$ cat config.mk
export PLATFORM = sky130hd
export DESIGN_NAME = ex_div
export DESIGN_NICKNAME = d
export VERILOG_FILES = /design/src/rtl/ex_div_pkg.sv /design/src/rtl/ex_div.sv
export SDC_FILE = /design/constraint.sdc
export NUM_CORES = 1
export LEC_CHECK = 0
export BUFFER_PORTS_ARGS = -buffer_cell sky130_fd_sc_hd__buf_2
export CORE_UTILIZATION = 55
export CTS_CLUSTER_DIAMETER = 100
export CTS_CLUSTER_SIZE = 8
export DETAILED_ROUTE_END_ITERATION = 12
export PLACE_DENSITY = 0.84
export SLEW_MARGIN = 5
export SYNTH_ARGS = -nofsm -noshare
export SYNTH_HDL_FRONTEND = slang
export SYNTH_SLANG_ARGS = --single-unit
$ cat constraint.sdc
create_clock -name clk -period 11.01 [get_ports clk]
set_input_delay 2.202 -clock clk [delete_from_list [all_inputs] [get_ports clk]]
set_output_delay 2.202 -clock clk [all_outputs]
set_load 0.02 [all_outputs]
$ cat src/rtl/ex_div_pkg.sv
// Shared definitions for the EX-stage divider: word width, FSM encodings,
// handshake levels, RV32M divide aluop codes and an operand magnitude helper.
package ex_div_pkg;

    localparam int REG_BUS = 32;
    localparam logic [REG_BUS-1:0] ZERO_WORD = '0;

    localparam logic DIV_START = 1'b1;
    localparam logic DIV_STOP  = 1'b0;

    localparam logic DIV_RESULT_READY     = 1'b1;
    localparam logic DIV_RESULT_NOT_READY = 1'b0;

    // Aluop codes the EX stage decodes into start and the quotient/remainder select.
    localparam logic [7:0] EXE_DIV_OP  = 8'b0001_1010;
    localparam logic [7:0] EXE_DIVU_OP = 8'b0001_1011;
    localparam logic [7:0] EXE_REM_OP  = 8'b0001_1100;
    localparam logic [7:0] EXE_REMU_OP = 8'b0001_1101;

    typedef enum logic [1:0] {
        DIV_FREE    = 2'b00,
        DIV_BY_ZERO = 2'b01,
        DIV_ON      = 2'b10,
        DIV_END     = 2'b11
    } div_state_e;

    function automatic logic [REG_BUS-1:0] magnitude(input logic [REG_BUS-1:0] v,
                                                     input logic               is_signed);
        return (is_signed && v[REG_BUS-1]) ? (~v + 1'b1) : v;
    endfunction

endpackage

$ cat src/rtl/ex_div.sv
// Multi-cycle restoring radix-2 divider for the EX stage (RV32M DIV/DIVU/REM/REMU).
// One quotient bit per cycle; divide-by-zero short-cuts to the RISC-V defined result.
module ex_div
    import ex_div_pkg::*;
(
    input  logic               clk,
    input  logic               rst,
    input  logic               start,
    input  logic               signed_div,
    input  logic [REG_BUS-1:0] dividend,
    input  logic [REG_BUS-1:0] divisor,
    input  logic               annul,
    output logic [REG_BUS-1:0] quotient,
    output logic [REG_BUS-1:0] remainder,
    output logic               ready,
    output logic               stall_req
);

    div_state_e         state_q;
    logic [5:0]         cnt_q;
    logic [REG_BUS-1:0] part_q, part_d;
    logic [REG_BUS-1:0] dvd_q, dvd_d;
    logic [REG_BUS-1:0] dsr_q;
    logic               neg_quo_q;
    logic               neg_rem_q;
    logic [REG_BUS-1:0] quotient_q;
    logic [REG_BUS-1:0] remainder_q;
    logic               ready_q;

    logic [REG_BUS:0]   shifted;
    logic [REG_BUS:0]   trial;

    // One restoring step: dvd_q shifts the dividend out of its top while the
    // quotient bits fill in from the bottom.
    always_comb begin
        shifted = {part_q, dvd_q[REG_BUS-1]};
        trial   = shifted - {1'b0, dsr_q};
        part_d  = shifted[REG_BUS-1:0];
        dvd_d   = {dvd_q[REG_BUS-2:0], 1'b0};
        if (!trial[REG_BUS]) begin
            part_d = trial[REG_BUS-1:0];
            dvd_d  = {dvd_q[REG_BUS-2:0], 1'b1};
        end
    end

    // NOTE: sequential state uses non-blocking assignments so every register
    // samples the pre-edge values, independent of statement order.
    always_ff @(posedge clk or negedge rst) begin
        if (!rst) begin
            state_q     <= DIV_FREE;
            cnt_q       <= '0;
            part_q      <= ZERO_WORD;
            dvd_q       <= ZERO_WORD;
            dsr_q       <= ZERO_WORD;
            neg_quo_q   <= 1'b0;
            neg_rem_q   <= 1'b0;
            quotient_q  <= ZERO_WORD;
            remainder_q <= ZERO_WORD;
            ready_q     <= DIV_RESULT_NOT_READY;
        end else if (annul) begin
            state_q <= DIV_FREE;
            ready_q <= DIV_RESULT_NOT_READY;
        end else begin
            unique case (state_q)
                DIV_FREE: begin
                    if (start == DIV_START) begin
                        if (divisor == ZERO_WORD) begin
                            state_q <= DIV_BY_ZERO;
                            dvd_q   <= dividend;
                        end else begin
                            state_q   <= DIV_ON;
                            dvd_q     <= magnitude(dividend, signed_div);
                            dsr_q     <= magnitude(divisor, signed_div);
                            part_q    <= ZERO_WORD;
                            cnt_q     <= '0;
                            neg_quo_q <= signed_div & (dividend[REG_BUS-1] ^ divisor[REG_BUS-1]);
                            neg_rem_q <= signed_div & dividend[REG_BUS-1];
                        end
                    end
                end
                DIV_BY_ZERO: begin
                    quotient_q  <= '1;
                    remainder_q <= dvd_q;
                    ready_q     <= DIV_RESULT_READY;
                    state_q     <= DIV_END;
                end
                DIV_ON: begin
                    part_q <= part_d;
                    dvd_q  <= dvd_d;
                    cnt_q  <= cnt_q + 6'd1;
                    if (cnt_q == 6'd31) begin
                        // Sign correction also covers 0x80000000 / -1 by plain wrap-around.
                        quotient_q  <= neg_quo_q ? (~dvd_d + 1'b1) : dvd_d;
                        remainder_q <= neg_rem_q ? (~part_d + 1'b1) : part_d;
                        ready_q     <= DIV_RESULT_READY;
                        state_q     <= DIV_END;
                    end
                end
                DIV_END: begin
                    if (start == DIV_STOP) begin
                        ready_q <= DIV_RESULT_NOT_READY;
                        state_q <= DIV_FREE;
                    end
                end
                default: state_q <= DIV_FREE;
            endcase
        end
    end

    assign quotient  = quotient_q;
    assign remainder = remainder_q;
    assign ready     = ready_q;
    assign stall_req = start & ~ready_q;

endmodule
==> metrics.md <==
| Metric | Value |
|---|---|
| Die Wd | 154 um |
| Syn Inst Count | 1,592 |
| Fill cells | 1,952 |
| Most frequent CP cell | inv_1 |
| Cell Pwr Density | 249 mW/mm2 |
| Wire length per cell | 17.7 um |
| Syn_nets | 1,704 |
| Area contributors post-synth | dfrtp_1, a21oi_1, nand2_1, o21ai_0, xor2_1 |
| Share of post-route cells with drive strength above 1 | 13.5% |
| Cts hold-fix bufs | 0 |
| Cells along the critical path | inv_1 > ha_1 > inv_1 > fa_1 > a211oi_2 > o211ai_1 > a221oi_4 > nor3_4 > nor3_2 > nor2_4 > inv_1 > buf_4 > ha_1 > nand2_1 > or3_1 > or4_1 > o41ai_1 > xor2_1 > a21oi_1 |
| Die height | 154 um |
| Hold Crit Class | register to register |
| Post-synth top area share | 33.5% |
| CTS Root Cell | clkbuf_16 |
| Ys flop type | dfrtp_1 |
| # IOs | 135 |
| # DRC | 0 |
| CP endpoint kind | register |
| Tot GR Track Use | 29.4% |
| P_leak | 0.00626 uW |
| Placer's final routability congestion estimate | 0.929 |
| Synth async-reset ratio | 100% |
| Total gr overflow | 0 |
| Pre-CTS setup slack | 4.82 ns |
| Antenna Cells | 0 |
| Num CTS Buffers | 17 |
| CORE AREA | 0.0227 mm2 |
| Total number of vias | 12,146 |
| Busiest grt layer | met2 |
| Design Power | 3520 uW |
| GR Util met2 | 47.6% |
| Reg-to-reg endpoint | quotient[26]$_DFFE_PN0P_ |
| Pins Over Slew Limit | 0 |
| Top cell type by total area after synthesis | dfrtp_1 |
| Minimum clock period | 5.89 ns |
| Worst slew margin | 18.6% |
| Clk buf depth | 2 |
| Worst Hold Path Cells | 2 |
| First-pass GRT wire length | 56,300 um |
| Post-route insts no fill | 1,968 |
| Dpl hpwl | 25,800 um |
| First DRT Iteration DRCs | 919 |
| Post-CTS setup buffer count | 0 |
| Area grow syn2layout | 10.7% |
| Max VDD drop | 0.172 mV |
| Worst r2r src | dvd_q[31]$_DFFE_PN0P_ |
| Pin count of the biggest net entering global routing | 91 |
| Synthesis-stage register bit count | 171 |
| Period utilization | 53.5% |
| R2R setup slack | 5.12 ns |
| Starting Density | 56.2% |
| Netlist cell types | 79 |
| Input/output buffers | 134 |
| First drt pass iteration count | 6 |
| Vias in the first global route | 11,320 |
| Biggest fanout along the worst timing path | 33 |
| Worst r2r path cells | 19 |
| Clk Latency, worst-skew pair | 0.44 ns |
| NumNets Final | 1,782 |
| Peak Freq | 170 MHz |
| Post-Syn Area per Cell | 8.02 um2 |
| Final Setup Violations | 0 |
| Mapped cell area | 0.0128 mm2 |
| Hold slack | 0.498 ns |
| Met1 Resource Use GR | 40.1% |
| TritonCTS clock tree | built |
| Hold endpoint | dsr_q[23]$_DFFE_PN0P_ |
| Max Clock Skew | 0.0105 ns |
| Largest stage delay, worst path | 0.71 ns |
| Critical Path AT | 6.15 ns |
| Post-Place Cells | 1,936 |
| Hold Startpoint | dsr_q[23]$_DFFE_PN0P_ |
| Post-Route WL | 34,800 um |
| WS Path Type | register to register |
| EDFF count, synth | 0 |
| Post_cts resized | 0 |
| Reg clk slew, reported paths | 0.08 ns |
| Antenna viol nets, final | 0 |
| Synth Warn # | 0 |
| Initial antenna violation count | 0 |
| Status | finished clean |
| H-tree levels | 4 |
| Slew @ Worst Pin | 1.22 ns |
| Final worst setup slack | 5.12 ns |
| DIE AREA | 0.0238 mm2 |
| TNS Setup | 0 ns |
| Startpoint Class | register |
| CTS sink count | 171 |
| Worst path required time | 11.28 ns |
| Max-cap violations | 0 |
| M3 GR Usage | 4.34% |
| Critical Path Slowest Stage Cell | nor3_2 |
| Sequential fraction of the synthesis area | 33.5% |
| Unrepaired setup endpoints after global routing | false |
| Std-Cell Rows | 55 |
| Hold Vio Cnt, Final | 0 |
| Vias per cell | 6.17 |
## cell families (layout without fill, tap and decap cells)
family	count (synthesis)	count (layout)	synth area share [%]
AND/OR/NAND/NOR	538	538	19.4
flip-flops	171	171	33.5
adder cells (fa/ha/maj)	43	43	4.27
multiplexers	57	57	4.66
XOR/XNOR	138	138	9.47
AO/OA/AOI/OAI	500	500	24.1
buffers and inverters	145	236	4.57
## layout make-up
class / count / area [um2] / share of cell area (%)
repair buffers: 147 / 774 / 5.48
clock inverters: 14 / 149 / 1.05
flip-flops and latches: 171 / 4280 / 30.3
multi-input cells: 1276 / 7930 / 56.1
well taps: 285 / 357 / 2.52
clock buffers: 18 / 429 / 3.04
inverters: 57 / 214 / 1.51
## flip-flops by register name, indices dropped and copies added, names as in the netlist, 2 cells and up
name	flops
dsr_q	32
dvd_q	32
part_q	32
quotient	32
remainder	32
cnt_q	6
state_q	2
## layout by cell type, fill, tap and decap left out, types with 7 or more instances in the layout
cell type  count
mux2i_1       37
buf_2        133
buf_4         13
a211oi_1       7
o22ai_1       25
nand4_1       12
o41ai_1       10
mux2_2        20
xnor2_1       60
or3_1         27
o211ai_1       9
and3_1         9
o21ai_0      144
nor4_1         9
o31ai_1       58
nor2_1       147
dfrtp_1      171
or4_1         15
nor3_1        28
nand2_1      211
o21ai_1        8
a21o_1         8
xor2_1        78
a21oi_1      165
nand2b_1      12
ha_1          40
nand3_1       31
clkbuf_16     17
a31oi_1       11
inv_1         56
## synth_stat cells, types with 27 or more instances
cell type / count
xor2_1: 78
o31ai_1: 58
clkbuf_1: 56
xnor2_1: 60
dfrtp_1: 171
nor3_1: 29
inv_1: 56
o21ai_0: 144
mux2i_1: 37
or3_1: 27
a21oi_1: 165
nand2_1: 211
nand3_1: 31
nor2_1: 150
ha_1: 42
## stage by stage
step | util (%) | area, um2
finish | 62.2 | 14100
global route | 62.2 | 14100
CTS | 62.2 | 14100
detailed placement | 59.7 | 13600
global placement | 59.7 | 13600
floorplan | - | 12800
## worst max-delay path, delay by kind of cell, from the launching register on
family | cells | cell delay, ns
compound gates | 5 | 1.39
xor+xnor | 1 | 0.20
fa+ha+maj | 3 | 0.92
buf+inv | 4 | 0.76
flops | 1 | 0.45
simple gates | 6 | 1.97
## routing by layer
metal / vias up / wire (um)
li1: 5845 / -
met1: 5726 / 15300
met2: 509 / 16000
met3: 66 / 2530
met4: 0 / 936
met5: - / 0
## power by group
| group | switching (uW) | leakage, uW | internal (uW) |
|---|---|---|---|
| clock network | 293 | 0.000281 | 304 |
| logic | 1170 | 0.00385 | 668 |
| registers | 225 | 0.00213 | 857 |
| total | 1690 | 0.00626 | 1830 |
## worst max path at each step
stage,to,cells after the start,from
2_1_floorplan,dvd_q[30]$_DFFE_PN0P_,12,divisor[6]
3_3_place_gp,cnt_q[5]$_DFFE_PN0P_,12,divisor[6]
3_5_place_dp,dvd_q[26]$_DFFE_PN0P_,12,divisor[6]
4_1_cts,quotient[26]$_DFFE_PN0P_,19,dvd_q[31]$_DFFE_PN0P_
5_1_grt,quotient[26]$_DFFE_PN0P_,19,dvd_q[31]$_DFFE_PN0P_
6_report,quotient[26]$_DFFE_PN0P_,19,dvd_q[31]$_DFFE_PN0P_
Note: power is estimated with default switching activity, not from simulation.
